File: config.mk
export PLATFORM = sky130hd
export DESIGN_NAME = weight_pingpong_buffer
export DESIGN_NICKNAME = d
export VERILOG_FILES = /design/src/rtl/weight_buf_pkg.sv /design/src/rtl/weight_bank.sv /design/src/rtl/weight_pingpong_buffer.sv
export SDC_FILE = /design/constraint.sdc
export NUM_CORES = 1
export LEC_CHECK = 0
export CORE_UTILIZATION = 40
export DETAILED_ROUTE_END_ITERATION = 8
export DONT_BUFFER_PORTS = 1
export GPL_TIMING_DRIVEN = 0
export PLACE_DENSITY = 0.55
export REMOVE_ABC_BUFFERS = 1
export SKIP_CTS_REPAIR_TIMING = 1
export SLEW_MARGIN = 25
export SYNTH_ARGS = -nofsm -noshare
export SYNTH_HDL_FRONTEND = slang
export SYNTH_SLANG_ARGS = --single-unit
File: constraint.sdc
create_clock -name clk -period 3.1 [get_ports clk]
set_clock_uncertainty 0.1 [all_clocks]
set_input_delay 0 -clock clk [delete_from_list [all_inputs] [get_ports clk]]
set_output_delay 0 -clock clk [all_outputs]
set_load 0.03 [all_outputs]
File: src/rtl/weight_buf_pkg.sv
// Shared definitions for the ping-pong weight buffer: loader state encoding and checksum width.
// The optional load checksum is enabled by defining WEIGHT_BUF_CHECKSUM_EN.
package weight_buf_pkg;

    localparam logic [1:0] ST_IDLE = 2'd0;
    localparam logic [1:0] ST_LOAD = 2'd1;
    localparam logic [1:0] ST_FULL = 2'd2;

    localparam int CHECKSUM_WIDTH = 16;

endpackage

File: src/rtl/weight_bank.sv
// One weight bank: NR_DEPTH filters x NR_FEATURE words, a single word-write port and a
// registered read port that returns every lane of one filter per cycle.
module weight_bank #(
    parameter int BIT_WIDTH            = 8,
    parameter int NR_DEPTH             = 8,
    parameter int DEPTH_COUNTER_BITS   = 3,
    parameter int NR_FEATURE           = 6,
    parameter int FEATURE_COUNTER_BITS = 3
) (
    input  logic                             clk,
    input  logic                             rst_n,
    input  logic                             wr_en,
    input  logic [DEPTH_COUNTER_BITS-1:0]    wr_depth,
    input  logic [FEATURE_COUNTER_BITS-1:0]  wr_feature,
    input  logic [BIT_WIDTH-1:0]             wr_data,
    input  logic                             rd_en,
    input  logic [DEPTH_COUNTER_BITS-1:0]    rd_addr,
    output logic [NR_FEATURE*BIT_WIDTH-1:0]  rd_data
);

    // Arrays are indexed with exactly clog2(NR_DEPTH) bits; the counters may be wider.
    localparam int ADDR_BITS = (NR_DEPTH > 1) ? $clog2(NR_DEPTH) : 1;

    logic [ADDR_BITS-1:0] wr_index;
    logic [ADDR_BITS-1:0] rd_index;
    logic                 rd_in_range;

    assign wr_index    = wr_depth[ADDR_BITS-1:0];
    assign rd_index    = rd_addr[ADDR_BITS-1:0];
    assign rd_in_range = (32'(rd_addr) < 32'(NR_DEPTH));

    genvar gi;
    generate
        for (gi = 0; gi < NR_FEATURE; gi++) begin : g_lane
            logic [BIT_WIDTH-1:0] mem [NR_DEPTH];
            logic [BIT_WIDTH-1:0] lane_reg;

            // Storage carries no reset so it maps onto block RAM.
            always_ff @(posedge clk) begin
                if (wr_en && (wr_feature == FEATURE_COUNTER_BITS'(gi))) begin
                    mem[wr_index] <= wr_data;
                end
            end

            always_ff @(posedge clk or negedge rst_n) begin
                if (!rst_n) begin
                    lane_reg <= '0;
                end else if (rd_en) begin
                    lane_reg <= rd_in_range ? mem[rd_index] : '0;
                end
            end

            assign rd_data[gi*BIT_WIDTH +: BIT_WIDTH] = lane_reg;
        end
    endgenerate

endmodule

File: src/rtl/weight_pingpong_buffer.sv
// Double-banked filter-weight store: a valid/ready loader fills the shadow bank while the
// compute side reads whole filters from the active bank. Define WEIGHT_BUF_CHECKSUM_EN for load_checksum.
module weight_pingpong_buffer
    import weight_buf_pkg::*;
#(
    parameter int BIT_WIDTH            = 8,
    parameter int NR_DEPTH             = 8,
    parameter int DEPTH_COUNTER_BITS   = 3,
    parameter int NR_FEATURE           = 6,
    parameter int FEATURE_COUNTER_BITS = 3
) (
    input  logic                             clk,
    input  logic                             rst_n,
    input  logic                             load_start,
    input  logic                             load_valid,
    input  logic [BIT_WIDTH-1:0]             load_data,
    output logic                             load_ready,
    output logic                             load_done,
    output logic                             shadow_full,
    input  logic                             swap_req,
    output logic                             bank_sel,
    input  logic                             read_en,
    input  logic [DEPTH_COUNTER_BITS-1:0]    read_addr,
    output logic [NR_FEATURE*BIT_WIDTH-1:0]  read_data,
    output logic                             read_valid
`ifdef WEIGHT_BUF_CHECKSUM_EN
    ,
    output logic [CHECKSUM_WIDTH-1:0]        load_checksum
`endif
);

    localparam logic [FEATURE_COUNTER_BITS-1:0] FEATURE_LAST = FEATURE_COUNTER_BITS'(NR_FEATURE - 1);
    localparam logic [DEPTH_COUNTER_BITS-1:0]   DEPTH_LAST   = DEPTH_COUNTER_BITS'(NR_DEPTH - 1);

    logic [1:0]                      state_reg, state_next;
    logic [FEATURE_COUNTER_BITS-1:0] feature_reg, feature_next;
    logic [DEPTH_COUNTER_BITS-1:0]   depth_reg, depth_next;
    logic                            bank_sel_reg, bank_sel_next;
    logic                            load_done_reg, load_done_next;
    logic                            read_valid_reg;
    logic                            read_sel_reg;
    logic                            accept;
    logic                            restart;
    logic                            last_word;

    logic [NR_FEATURE*BIT_WIDTH-1:0] bank_rd_data [2];

    assign load_ready  = (state_reg == ST_LOAD);
    assign shadow_full = (state_reg == ST_FULL);
    assign bank_sel    = bank_sel_reg;
    assign load_done   = load_done_reg;
    assign read_valid  = read_valid_reg;

    // A restart in LOAD takes priority over a word offered in the same cycle; that word is dropped.
    assign accept    = load_ready && load_valid && !load_start;
    assign restart   = load_start && ((state_reg == ST_IDLE) || (state_reg == ST_LOAD) ||
                                      ((state_reg == ST_FULL) && swap_req));
    assign last_word = (feature_reg == FEATURE_LAST) && (depth_reg == DEPTH_LAST);

    always_comb begin
        state_next     = state_reg;
        feature_next   = feature_reg;
        depth_next     = depth_reg;
        bank_sel_next  = bank_sel_reg;
        load_done_next = 1'b0;

        case (state_reg)
            ST_IDLE: begin
                if (load_start) begin
                    state_next = ST_LOAD;
                end
            end
            ST_LOAD: begin
                if (accept && last_word) begin
                    state_next     = ST_FULL;
                    load_done_next = 1'b1;
                end
            end
            ST_FULL: begin
                if (swap_req) begin
                    bank_sel_next = ~bank_sel_reg;
                    state_next    = load_start ? ST_LOAD : ST_IDLE;
                end
            end
            default: state_next = ST_IDLE;
        endcase

        if (restart) begin
            feature_next = '0;
            depth_next   = '0;
        end else if (accept) begin
            if (feature_reg == FEATURE_LAST) begin
                feature_next = '0;
                depth_next   = depth_reg + 1'b1;
            end else begin
                feature_next = feature_reg + 1'b1;
            end
        end
    end

    always_ff @(posedge clk or negedge rst_n) begin
        if (!rst_n) begin
            state_reg      <= ST_IDLE;
            feature_reg    <= '0;
            depth_reg      <= '0;
            bank_sel_reg   <= 1'b0;
            load_done_reg  <= 1'b0;
            read_valid_reg <= 1'b0;
            read_sel_reg   <= 1'b0;
        end else begin
            state_reg      <= state_next;
            feature_reg    <= feature_next;
            depth_reg      <= depth_next;
            bank_sel_reg   <= bank_sel_next;
            load_done_reg  <= load_done_next;
            read_valid_reg <= read_en;
            // Remember which bank answered so read_data holds across idle cycles and swaps.
            if (read_en) begin
                read_sel_reg <= bank_sel_reg;
            end
        end
    end

    genvar gi;
    generate
        for (gi = 0; gi < 2; gi++) begin : g_bank
            logic bank_wr_en;
            logic bank_rd_en;

            assign bank_wr_en = accept && (bank_sel_reg != 1'(gi));
            assign bank_rd_en = read_en && (bank_sel_reg == 1'(gi));

            weight_bank #(
                .BIT_WIDTH            (BIT_WIDTH),
                .NR_DEPTH             (NR_DEPTH),
                .DEPTH_COUNTER_BITS   (DEPTH_COUNTER_BITS),
                .NR_FEATURE           (NR_FEATURE),
                .FEATURE_COUNTER_BITS (FEATURE_COUNTER_BITS)
            ) u_bank (
                .clk        (clk),
                .rst_n      (rst_n),
                .wr_en      (bank_wr_en),
                .wr_depth   (depth_reg),
                .wr_feature (feature_reg),
                .wr_data    (load_data),
                .rd_en      (bank_rd_en),
                .rd_addr    (read_addr),
                .rd_data    (bank_rd_data[gi])
            );
        end
    endgenerate

    assign read_data = read_sel_reg ? bank_rd_data[1] : bank_rd_data[0];

`ifdef WEIGHT_BUF_CHECKSUM_EN
    logic [CHECKSUM_WIDTH-1:0] checksum_reg;

    always_ff @(posedge clk or negedge rst_n) begin
        if (!rst_n) begin
            checksum_reg <= '0;
        end else if (restart) begin
            checksum_reg <= '0;
        end else if (accept) begin
            checksum_reg <= checksum_reg + CHECKSUM_WIDTH'(load_data);
        end
    end

    assign load_checksum = checksum_reg;
`endif

endmodule

# ---- Word-level counts from Yosys, hierarchy flattened
# Memories as Yosys holds them, arrays and structs flattened. A register that Yosys moved wholly into a read port is not among the register bits.
# Index checks and enable logic that the tools add are counted.
dict set report totals {
  output_inout_bits 53
  register_bits 12
  word_cells 115
  ramBits 768
  mem_count 12
}
# name words width read_ports rd_ports_with_merged_regs wr line
set mem_list {}
lappend mem_list {{g_bank[0].u_bank.g_lane[0].mem} 8 8 1 1 1 weight_bank.sv:35} ;# logic [BIT_WIDTH-1:0] mem [NR_DEPTH];
lappend mem_list {{g_bank[0].u_bank.g_lane[1].mem} 8 8 1 1 1 weight_bank.sv:35}
lappend mem_list {{g_bank[0].u_bank.g_lane[2].mem} 8 8 1 1 1 weight_bank.sv:35}
lappend mem_list {{g_bank[0].u_bank.g_lane[3].mem} 8 8 1 1 1 weight_bank.sv:35}
lappend mem_list {{g_bank[0].u_bank.g_lane[4].mem} 8 8 1 1 1 weight_bank.sv:35}
lappend mem_list {{g_bank[0].u_bank.g_lane[5].mem} 8 8 1 1 1 weight_bank.sv:35}
lappend mem_list {{+6 memories} - - - - - -}
dict set report classes {
  add_sub_neg 2
  n_bitwise 1
  mux 38
  reduce_logical 44
  eq_ne 11
}
# operator n
set op_table {}
lappend op_table {{$mux W48} 1}
lappend op_table {{$mux W1} 27}
lappend op_table {{$logic_and A1 B1 Y1} 22}
lappend op_table {{$mux W3} 6}
lappend op_table {{$logic_not A1 Y1} 13}
lappend op_table {{$eq A3 B3 Y1 const B} 3}
lappend op_table {{$add A3 B1 Y3 const B} 2}
lappend op_table {{$eq A3 B2 Y1 const B} 2}
lappend op_table {{$mux W2} 3}
lappend op_table {{$pmux W2 S3} 1}
lappend op_table {{$ne A2 B1 Y1 const B} 2}
lappend op_table {{$reduce_and A2 Y1} 2}
lappend op_table {{$reduce_bool A2 Y1} 2}
lappend op_table {{$eq A3 B1 Y1 const B} 1}
lappend op_table {{$logic_not A3 Y1} 1}
lappend op_table {{$reduce_and A3 Y1} 1}
lappend op_table {{$eq A2 B1 Y1 const B} 1}
lappend op_table {{$eq A2 B2 Y1 const B} 1}
lappend op_table {{$logic_not A2 Y1} 1}
lappend op_table {{$logic_or A1 B1 Y1} 2}
lappend op_table {{$ne A2 B2 Y1 const B} 1}
lappend op_table {{$not A1 Y1} 1}

# ---- Logic depth before layout (Yosys ltp)
# Gate-level depths: netlist (run 1).
dict set report depth {
  depth_word 7
  mapped_depth 7
  ltp_nobuf 5
}

# ---- Hierarchy
# A second synthesis (run 1) with hierarchy kept.
dict set report unflattened {
  hier_cells 2111
  hier_area_um2 35145.0
}
# mod instances area_per_inst_um2 cells_each seq_area_each_um2
set by_module_without_submodules {}
lappend by_module_without_submodules {{weight_bank (g_bank[0].u_bank)} 1 17003.8 1000 12732.2}
lappend by_module_without_submodules {{weight_bank (g_bank[1].u_bank)} 1 16973.8 1000 12732.2}
lappend by_module_without_submodules {weight_pingpong_buffer 1 1167.4 111 300.3}

# ---- Worst setup path after synthesis (run 1)
# No wires, ideal clock.
dict set report synth_path {
  path_type {flip-flop to flip-flop}
  start {register bank_sel_reg, in the netlist bank_sel}
  end {memory g_bank[0].u_bank.g_lane[3].mem[0][0], enable pin}
  slack_ns 0.812
  path_stages_with_launch 6
  path_buffers 2
  arrival_time_ns 1.818
  setup_time_ns 0.370
  path_cell_list {dfrtp_1 buf_2 inv_1 or4_1 buf_2 nor2_1}
}
dict set report synth_via {
  elab_chain_len 4
}
# item line
set synth_lines {}
lappend synth_lines {{from (decl)} weight_pingpong_buffer.sv:38} ;# logic bank_sel_reg, bank_sel_next;
lappend synth_lines {{from (signal assigned)} weight_pingpong_buffer.sv:114} ;# bank_sel_reg <= bank_sel_next;
lappend synth_lines {{$logic_and A1 B1 Y1} weight_pingpong_buffer.sv:130} ;# assign bank_wr_en = accept && (bank_sel_reg != 1'(gi));
lappend synth_lines {{$logic_and A1 B1 Y1} weight_bank.sv:40} ;# if (wr_en && (wr_feature == FEATURE_COUNTER_BITS'(gi))) begin
lappend synth_lines {{$mux W1} weight_bank.sv:40}
lappend synth_lines {{$mux W1 (not written as such)} weight_bank.sv:41} ;# mem[wr_index] <= wr_data;
lappend synth_lines {{to (decl)} weight_bank.sv:35}
# No other way between the ends.

# ---- Worst setup path in the final report (run 1)
dict set report layout_path {
  start {register bank_sel_reg, in the netlist bank_sel}
  end {memory g_bank[0].u_bank.g_lane[3].mem[6][5], enable pin}
}
# Same word-level chain as after synthesis.

==> metrics.yaml, run 1 <==
yosys:
  ys_seq_elements: 876
  synth_edf_count: 768
  synth_area_leaders: "edfxtp_1 (66%), dfrtp_1 (7.8%), mux2_2 (7.8%)"
  synthArstFlopShare: 0.123
  synth_ff_type: "edfxtp_1"
  synth.distinct_cells: 37
  syn_area_um2: 34900
  syn-mean-instance-area_um2: 17.5
  yosysTopAreaCell: "edfxtp_1"
  ys_seq_area_frac: 0.739
  yosys.cell_count.top_type: "edfxtp_1"
  yosysWarnings: 0
  netlist_instances: 1990
  synth_top_area_share: 0.662
  netlist_top_cells_count: "edfxtp_1 (768), mux2_2 (240), mux2i_1 (192)"
global_routing:
  grt_pass1_vias: 17600
  grt_overflow: 0
  gr-usage-all-layers: 0.173
  grt_max_degree: 385
  grt_pass1_wl_mm: 114
  antenna_found_initial: 0
place:
  numPortBuffers: 0
  dp_cells: 3032
  globalplace.congestion: 0.718
  dpl_worst_slack_ps: -46.3
  post-dp-hpwl_mm: 42.0
  place_area_um2: 36000
die:
  initial_utilization: 0.407
  die-area_um2: 88300
  fp.dieW_um: 297
  die_h_um: 297
  row_count: 107
  io_pins: 70
  core_um2: 85700
clock_tree:
  cts_buffers: 92
  path_clk_slew_ps: 60
  ctsRootBufferMaster: "clkbuf_16"
  clockBufferDepth: 3
  clock-sinks: 876
  cts_tree: "built"
  htree_num_levels: 3
  clock_latency_ps: 650
critical_path:
  crit_required_ps: 3260
  reg2reg_from: "bank_sel"
  start_kind: "register"
  arrival_ps: 3340
  cp-startpoint: "bank_sel"
  endpoint_kind: "register"
  critPathMaxFanout: 11
  crit_type: "reg -> reg"
pwr:
  power_leakage_nw: 13.7
  power_density_nw_per_um2: 637
  ir_worst_vdd_uv: 396
  power_mw: 25.5
flow_run:
  cap_violations: 0
route:
  ant_nets: 0
  routedWlPerCell_um: 24.4
  drc: 0
  detail_route.wirelength_mm: 80.0
  vias: 17500
  drt_iter0_drc: 1249
  viasPerCell: 5.33
  first_pass_iters: 5
finish:
  finalNetCount: 2071
  seq_area_um2: 25800
  syn2layout_area_growth_pct: 15.0
  multi_input_area_um2: 8280
  design_area_um2: 40100
  nFillCells: 7273
  drive_gt1_frac: 0.229
  final_core_util: 0.468
  final_cells: 3278
  largest_reg_flops: 768
outcome:
  violations: "setup timing"
  status: "complete, but fails checks"
timing:
  setup_ws_ps: -82.9
  holdWs_ps: 9.84
  final-max-slew-violation-count: 0
  tightest_slew_ps: 1040
  slew-limit-headroom: 0.306
  period_share: 1.03
  tns_ps: -957
  period_needed_ps: 3180
  timing.fmax_mhz: 314
  rsz0062_at_grt: "yes"
  setup_viol: 16
  final_hold_viol_count: 0
min_path:
  hold_start: "load_start"
  min_path_type: "in -> reg"
## worst max-delay path, cell delays in order, from the launching register on
cell and delay (ps):
dfrtp_1 880, inv_1 300, or4_1 720, nor2_1 800
## power breakdown
part           internal [mW]  leakage, nW  switching, mW
sequential              12.9         8.30         0.0497
combinational          0.504         3.92          0.822
clock                   6.72         1.51           4.51
## per-layer routing
metal / vias up / global-route usage / routed length [um]
li1: 7965 / - / -
met1: 9005 / 0.229 / 34700
met2: 397 / 0.284 / 38800
met3: 93 / 0.0418 / 5060
met4: 0 / 0.0495 / 1450
met5: - / 0 / 0
## final timing paths
path                                                     endpoint  slack [ps]  cells after the start
min                          g_bank[1].u_bank.g_lane[3].mem[2][4]          10                      2
max in group asynchronous  g_bank[0].u_bank.g_lane[4].lane_reg[2]        1920                      4
max                          g_bank[0].u_bank.g_lane[3].mem[6][5]         -80                      3
max reg2reg                  g_bank[0].u_bank.g_lane[3].mem[6][5]         -80                      3
min in group asynchronous  g_bank[1].u_bank.g_lane[1].lane_reg[0]         400                      3
min reg2reg                g_bank[0].u_bank.g_lane[1].lane_reg[3]         370                      2
## area by class of cell
type,instances,area share
Antenna cell,3,0.000187
Clock buffer,127,0.0627
Clock inverter,47,0.0155
Inverter,8,0.000749
Multi-Input combinational cell,980,0.206
Sequential cell,876,0.643
Tap cell,1144,0.0357
Timing Repair Buffer,93,0.0360
## cells by family (layout without fill, tap and decap cells)
kind of cell / after synthesis / after routing / synth area share
flops: 876 / 876 / 0.739
other cells: 0 / 3 / 0
xor+xnor: 1 / 1 / 0.000251
buf+inv: 134 / 275 / 0.0252
simple gates: 241 / 241 / 0.0293
compound gates: 303 / 303 / 0.0724
mux: 432 / 432 / 0.133
fa+ha+maj: 3 / 3 / 0.00108
## placed cells by master (no fill, tap or decap), types with 3 or more instances in the layout
master,n
dlygate4sd3_1,56
inv_1,8
clkinv_1,8
o31ai_2,56
bufinv_16,12
nand2_1,100
clkinvlp_4,6
a22o_1,96
clkbuf_16,92
diode_2,3
nor2_2,3
clkbuf_1,27
nand3b_1,5
buf_12,9
a21oi_1,7
clkbuf_8,8
clkinv_2,12
mux2_2,240
edfxtp_1,768
nor2b_1,3
o21ai_0,5
o31ai_1,40
nand4_1,6
nor2_1,95
inv_6,3
ha_1,3
mux2i_1,192
nand3_1,8
buf_8,3
dfrtp_1,107
buf_16,23
o22ai_1,96
Power figures use the tool's default switching activity.
==> inputs of run 2 (changes only) <==
--- a/config.mk
+++ b/config.mk
@@ -9,7 +9,7 @@
 export DETAILED_ROUTE_END_ITERATION = 8
 export DONT_BUFFER_PORTS = 1
 export GPL_TIMING_DRIVEN = 0
-export PLACE_DENSITY = 0.55
+export PLACE_DENSITY = 0.57
 export REMOVE_ABC_BUFFERS = 1
 export SKIP_CTS_REPAIR_TIMING = 1
 export SLEW_MARGIN = 25
==> constraint.sdc (replaced) <==
create_clock -name clk -period 2.85 [get_ports clk]
set_clock_uncertainty 0.1 [all_clocks]
set_input_delay 0 -clock clk [delete_from_list [all_inputs] [get_ports clk]]
set_output_delay 0 -clock clk [all_outputs]
set_load 0.03 [all_outputs]
==> run 2 against run 1 <==
Effect of this change:
- the flow finishes with violations (hold timing)
- worst setup slack improved by 160 ps
- sequential share of layout area increased by 0.70 points
- critical path depth increased by 3
- sequential cell count unchanged
- total power increased by 3.7%
- register-to-register slack improved by 160 ps
- sequential power increased by 8%
- largest cell class unchanged
==> metrics.yaml, run 2 (synthesis gave the netlist of run 1 again) <==
pwr:
  clockPowerShare: 0.414
  power_leakage_nw: 13.5
  combPwrFrac: 0.053
  switching_power_mw: 5.52
  power_density_nw_per_um2: 667
  power_mw: 26.5
  ir_worst_vdd_uv: 371
  intPower_mw: 20.9
  switching_share: 0.209
  seq_power_share: 0.533
die:
  die_h_um: 297
  initial_utilization: 0.407
  io_pins: 70
  core_um2: 85700
  row_count: 107
  fp.dieW_um: 297
  die-area_um2: 88300
route:
  first_pass_iters: 5
  vias: 17300
  ant_nets: 0
  detail_route.wirelength_mm: 77.6
  drt_iter0_drc: 991
  viasPerCell: 5.30
  drc: 0
  routedWlPerCell_um: 23.8
global_routing:
  grt_pass1_vias: 17400
  grt_pass1_wl_mm: 113
  grt_overflow: 0
  gr-usage-all-layers: 0.171
  grt_max_degree: 385
  antenna_found_initial: 0
finish:
  drive_gt1_frac: 0.237
  layout_common_cells: "edfxtp_1 (768), mux2_2 (240), mux2i_1 (192)"
  final_core_util: 0.463
  largest_reg_flops: 768
  layout_commonest_cell: "edfxtp_1"
  syn2layout_area_growth_pct: 13.8
  final_cells: 3255
  finalNetCount: 2062
timing:
  holdWs_ps: -1.45
  tns_ps: 0
  rsz0062_at_grt: "yes"
  final-max-slew-violation-count: 0
  setup_viol: 0
  period_needed_ps: 2780
  tightest_slew_ps: 966
  timing.fmax_mhz: 360
  final_hold_viol_count: 1
  slew-limit-headroom: 0.354
  period_share: 0.974
critical_path:
  crit_type: "reg -> reg"
  reg2reg_from: "g_bank[1].u_bank.g_lane[3].mem[7][4]"
  path_cells: "mux2_2 > dlygate4sd3_1 > o22ai_1 > dlygate4sd3_1 > o31ai_2 > dlygate4sd3_1"
  crit_path_frequent_cell: "dlygate4sd3_1"
  slowest_stage: "dlygate4sd3_1"
  endpoint_kind: "register"
  cp-startpoint: "g_bank[1].u_bank.g_lane[3].mem[7][4]"
  endpoint: "g_bank[1].u_bank.g_lane[3].lane_reg[4]"
  crit_required_ps: 3250
  worstReg2RegEnd: "g_bank[1].u_bank.g_lane[3].lane_reg[4]"
  arrival_ps: 3170
  critPathMaxFanout: 1
  max_stage_delay_ps: 600
  start_kind: "register"
  r2r_slack_ps: 70
  reg2regPathDepth: 6
clock_tree:
  path_clk_slew_ps: 60
  clockBufferDepth: 3
  clock_latency_ps: 610
  ctsRootBufferMaster: "clkbuf_16"
  clock-sinks: 876
  htree_num_levels: 3
  cts_tree: "built"
  cts_buffers: 84
outcome:
  status: "complete, but fails checks"
  violations: "hold timing"
place:
  numPortBuffers: 0
  globalplace.congestion: 0.722
  post-dp-hpwl_mm: 42.7
  dp_cells: 3031
min_path:
  min_path_type: "in -> reg"
flow_run:
  cap_violations: 0
-- run 2: cell types whose count changed in the layout (fill, tap and decap cells not counted), moves of 3 or more --
cell,before,now
inv_6,3,0
bufinv_16,12,4
clkbuf_16,92,89
clkbuf_1,27,18
clkbuf_8,8,12
nor2_2,3,28
nor2_1,95,70
buf_12,9,12
buf_16,23,16
clkinv_2,12,16
-- run 2: power groups by stage --
stage                     combinational (mW)  sequential, mW  clock [mW]
after floorplan                        0.781            14.4           0
after CTS                               1.02            14.1        11.2
after global placement                 0.990            14.4           0
final                                   1.40            14.1        11.0
after global routing                    1.50            14.1        11.6
after detailed placement                1.02            14.4           0
-- run 2: layout make-up --
type,instances,area (um^2)
multi-input combinational,980,8340
clock inverter,35,287
fill,7364,46000
timing repair buffer,92,1340
clock buffer,119,2460
antenna,1,2.50
sequential,876,25800
inverter,8,30.0
tap,1144,1430
-- run 2: worst min-delay path by stage --
stage / cells after the start / slack [ps] / from / end
after floorplan: 0 / -400 / rst_n / bank_sel
after global placement: 0 / -390 / rst_n / g_bank[0].u_bank.g_lane[0].lane_reg[2]
after detailed placement: 0 / -390 / rst_n / g_bank[0].u_bank.g_lane[0].lane_reg[2]
after CTS: 0 / -1060 / rst_n / g_bank[0].u_bank.g_lane[0].lane_reg[1]
after global routing: 2 / 7 / load_start / g_bank[0].u_bank.g_lane[3].mem[5][1]
final: 3 / -1 / read_addr[1] / g_bank[0].u_bank.g_lane[1].lane_reg[3]
-- run 2: routing by layer --
layer / share of wire / up-vias / track usage
li1: - / 7915 / -
met2: 0.51 / 344 / 0.298
met1: 0.42 / 8894 / 0.217
met4: 0.022 / 0 / 0.0520
met3: 0.042 / 107 / 0.0289
met5: 0 / - / 0
-- run 2: through the flow --
step	cell area [um^2]	setup WS [ps]	hold WS, ps
after floorplan	34000	-1130	-396
after global placement	35400	-5260	-392
after detailed placement	36000	-233	-394
after CTS	38700	-269	-1060
after global routing	39700	-63.6	6.96
final	39700	72.7	-1.45
-- run 2: worst max-delay path, delay by kind of cell, from the launching register on --
family	cells	cell delay (ps)
muxes	1	260
AOI/OAI and AO/OA	2	240
buffers and inverters	3	1720
DFF	1	350
==> inputs of run 3 (changes only) <==
--- a/config.mk
+++ b/config.mk
@@ -5,11 +5,13 @@
 export SDC_FILE = /design/constraint.sdc
 export NUM_CORES = 1
 export LEC_CHECK = 0
+export CELL_PAD_IN_SITES_DETAIL_PLACEMENT = 0
+export CELL_PAD_IN_SITES_GLOBAL_PLACEMENT = 1
 export CORE_UTILIZATION = 40
 export DETAILED_ROUTE_END_ITERATION = 8
 export DONT_BUFFER_PORTS = 1
 export GPL_TIMING_DRIVEN = 0
-export PLACE_DENSITY = 0.57
+export PLACE_DENSITY = 0.64
 export REMOVE_ABC_BUFFERS = 1
 export SKIP_CTS_REPAIR_TIMING = 1
 export SLEW_MARGIN = 25
==> run 3 against run 2 <==
Effect of this change:
- the run ends with setup timing left
- sequential share of layout area shrank 2.0 points
- sequential cell count unchanged
- clock-buffer cell count increased by 15
- register-to-register slack got worse by 90 ps
- clock power grew 5%
- maximum frequency is 3.1% lower
- design area is 3.2% higher
- worst setup slack worse by 89 ps
- via count increased by 2.7%
- cell count increased by 3.6%
==> metrics.yaml, run 3 (synthesis gave the netlist of run 1 again) <==
outcome:
  status: "complete, but fails checks"
  violations: "setup timing"
place:
  globalplace.congestion: 0.737
  dpl_worst_slack_ps: -199
  numPortBuffers: 0
  place_area_um2: 35900
  post-dp-hpwl_mm: 42.3
route:
  vias: 17700
  viasPerCell: 5.26
  routedWlPerCell_um: 23.7
  detail_route.wirelength_mm: 79.8
  ant_nets: 0
  drc: 0
  first_pass_iters: 5
  drt_iter0_drc: 1203
clock_tree:
  clock_latency_ps: 640
  htree_num_levels: 3
  ctsRootBufferMaster: "clkbuf_16"
  cts_buffers: 92
  clock-sinks: 876
  path_clk_slew_ps: 60
  cts_tree: "built"
  clockBufferDepth: 3
timing:
  period_share: 1.01
  setup_viol: 8
  period_needed_ps: 2870
  holdWs_ps: 1.51
  timing.fmax_mhz: 349
  slew-limit-headroom: 0.282
  rsz0062_at_grt: "yes"
  tightest_slew_ps: 1070
  final_hold_viol_count: 0
  final-max-slew-violation-count: 0
  setup_ws_ps: -16.4
finish:
  nFillCells: 7235
  layout_common_cells: "edfxtp_1 (768), mux2_2 (240), mux2i_1 (192)"
  drive_gt1_frac: 0.231
  largest_reg_flops: 768
  layout_commonest_cell: "edfxtp_1"
  design_area_um2: 40900
  finalNetCount: 2169
  syn2layout_area_growth_pct: 17.4
die:
  initial_utilization: 0.407
  die_h_um: 297
  fp.dieW_um: 297
  io_pins: 70
  die-area_um2: 88300
  row_count: 107
  core_um2: 85700
critical_path:
  endpoint_kind: "register"
  reg2reg_from: "state_reg[1]"
  arrival_ps: 3030
  start_kind: "register"
  worstReg2RegEnd: "g_bank[0].u_bank.g_lane[0].mem[3][1]"
  crit_type: "reg -> reg"
  critPathMaxFanout: 11
  crit_required_ps: 3010
  reg2regPathDepth: 3
  r2r_slack_ps: -20
min_path:
  hold_start: "load_start"
  holdPathEnd: "g_bank[0].u_bank.g_lane[3].mem[0][7]"
  min_path_cells: 2
  min_path_type: "in -> reg"
flow_run:
  cap_violations: 0
global_routing:
  grt_pass1_vias: 17600
  grt_max_degree: 385
  grt_pass1_wl_mm: 114
  grt_overflow: 0
  antenna_found_initial: 3
  gr-usage-all-layers: 0.173
pwr:
  power_density_nw_per_um2: 667
  ir_worst_vdd_uv: 394
  power_leakage_nw: 14.2
==> run 3: worst max path at each step <==
| stage | start | endpoint | slack (ps) | cells past startpoint |
|---|---|---|---|---|
| after global routing | state_reg[1] | g_bank[0].u_bank.g_lane[0].mem[4][4] | -120 | 3 |
| after CTS | bank_sel | g_bank[0].u_bank.g_lane[3].mem[5][6] | -230 | 3 |
| final | state_reg[1] | g_bank[0].u_bank.g_lane[0].mem[3][1] | -20 | 3 |
| after global placement | read_addr[2] | g_bank[1].u_bank.g_lane[2].lane_reg[1] | -4910 | 3 |
| after detailed placement | bank_sel | g_bank[0].u_bank.g_lane[3].mem[7][6] | -200 | 3 |
| after floorplan | read_addr[2] | g_bank[0].u_bank.g_lane[1].lane_reg[0] | -1130 | 3 |
==> run 3: area by class of cell <==
class | instances | area [um^2] | share of cell area
sequential | 876 | 25800 | 0.630
multi-input combinational | 980 | 8340 | 0.204
clock buffer | 134 | 2690 | 0.0658
timing repair buffer | 191 | 2370 | 0.0580
tap | 1144 | 1430 | 0.0350
clock inverter | 38 | 289 | 0.00706
inverter | 8 | 30.0 | 0.000734
antenna | 1 | 2.50 | 0.0000611
==> run 3: stage by stage <==
stage               std cells  setup TNS, ps  total power [mW]   util
global route             3372          -6150              28.1  0.478
CTS                      3200          -9520              27.0  0.454
global placement         3008        -544810              15.4  0.414
detailed placement       3028          -8940              15.4  0.419
finish                   3372           -103              27.3  0.478
floorplan                1864        -106140              15.1      -
==> run 3: critical path: stages (launching register included) <==
cell      delay, ps
dfrtp_1         450
and4bb_2        490
nand4_1         560
nor2_1          880
==> run 3: per-layer routing <==
layer | global-route usage | vias up | share of wire
met4 | 0.0562 | 2 | 0.026
met5 | 0 | - | 0.00013
met2 | 0.297 | 335 | 0.50
met1 | 0.222 | 9114 | 0.43
met3 | 0.0290 | 126 | 0.039
li1 | - | 8143 | -
==> run 3: report_power, final <==
| group | internal, mW | switching [mW] | total [mW] |
|---|---|---|---|
| clock | 6.83 | 4.82 | 11.6 |
| combinational | 0.619 | 0.915 | 1.53 |
| sequential | 14.0 | 0.0588 | 14.1 |
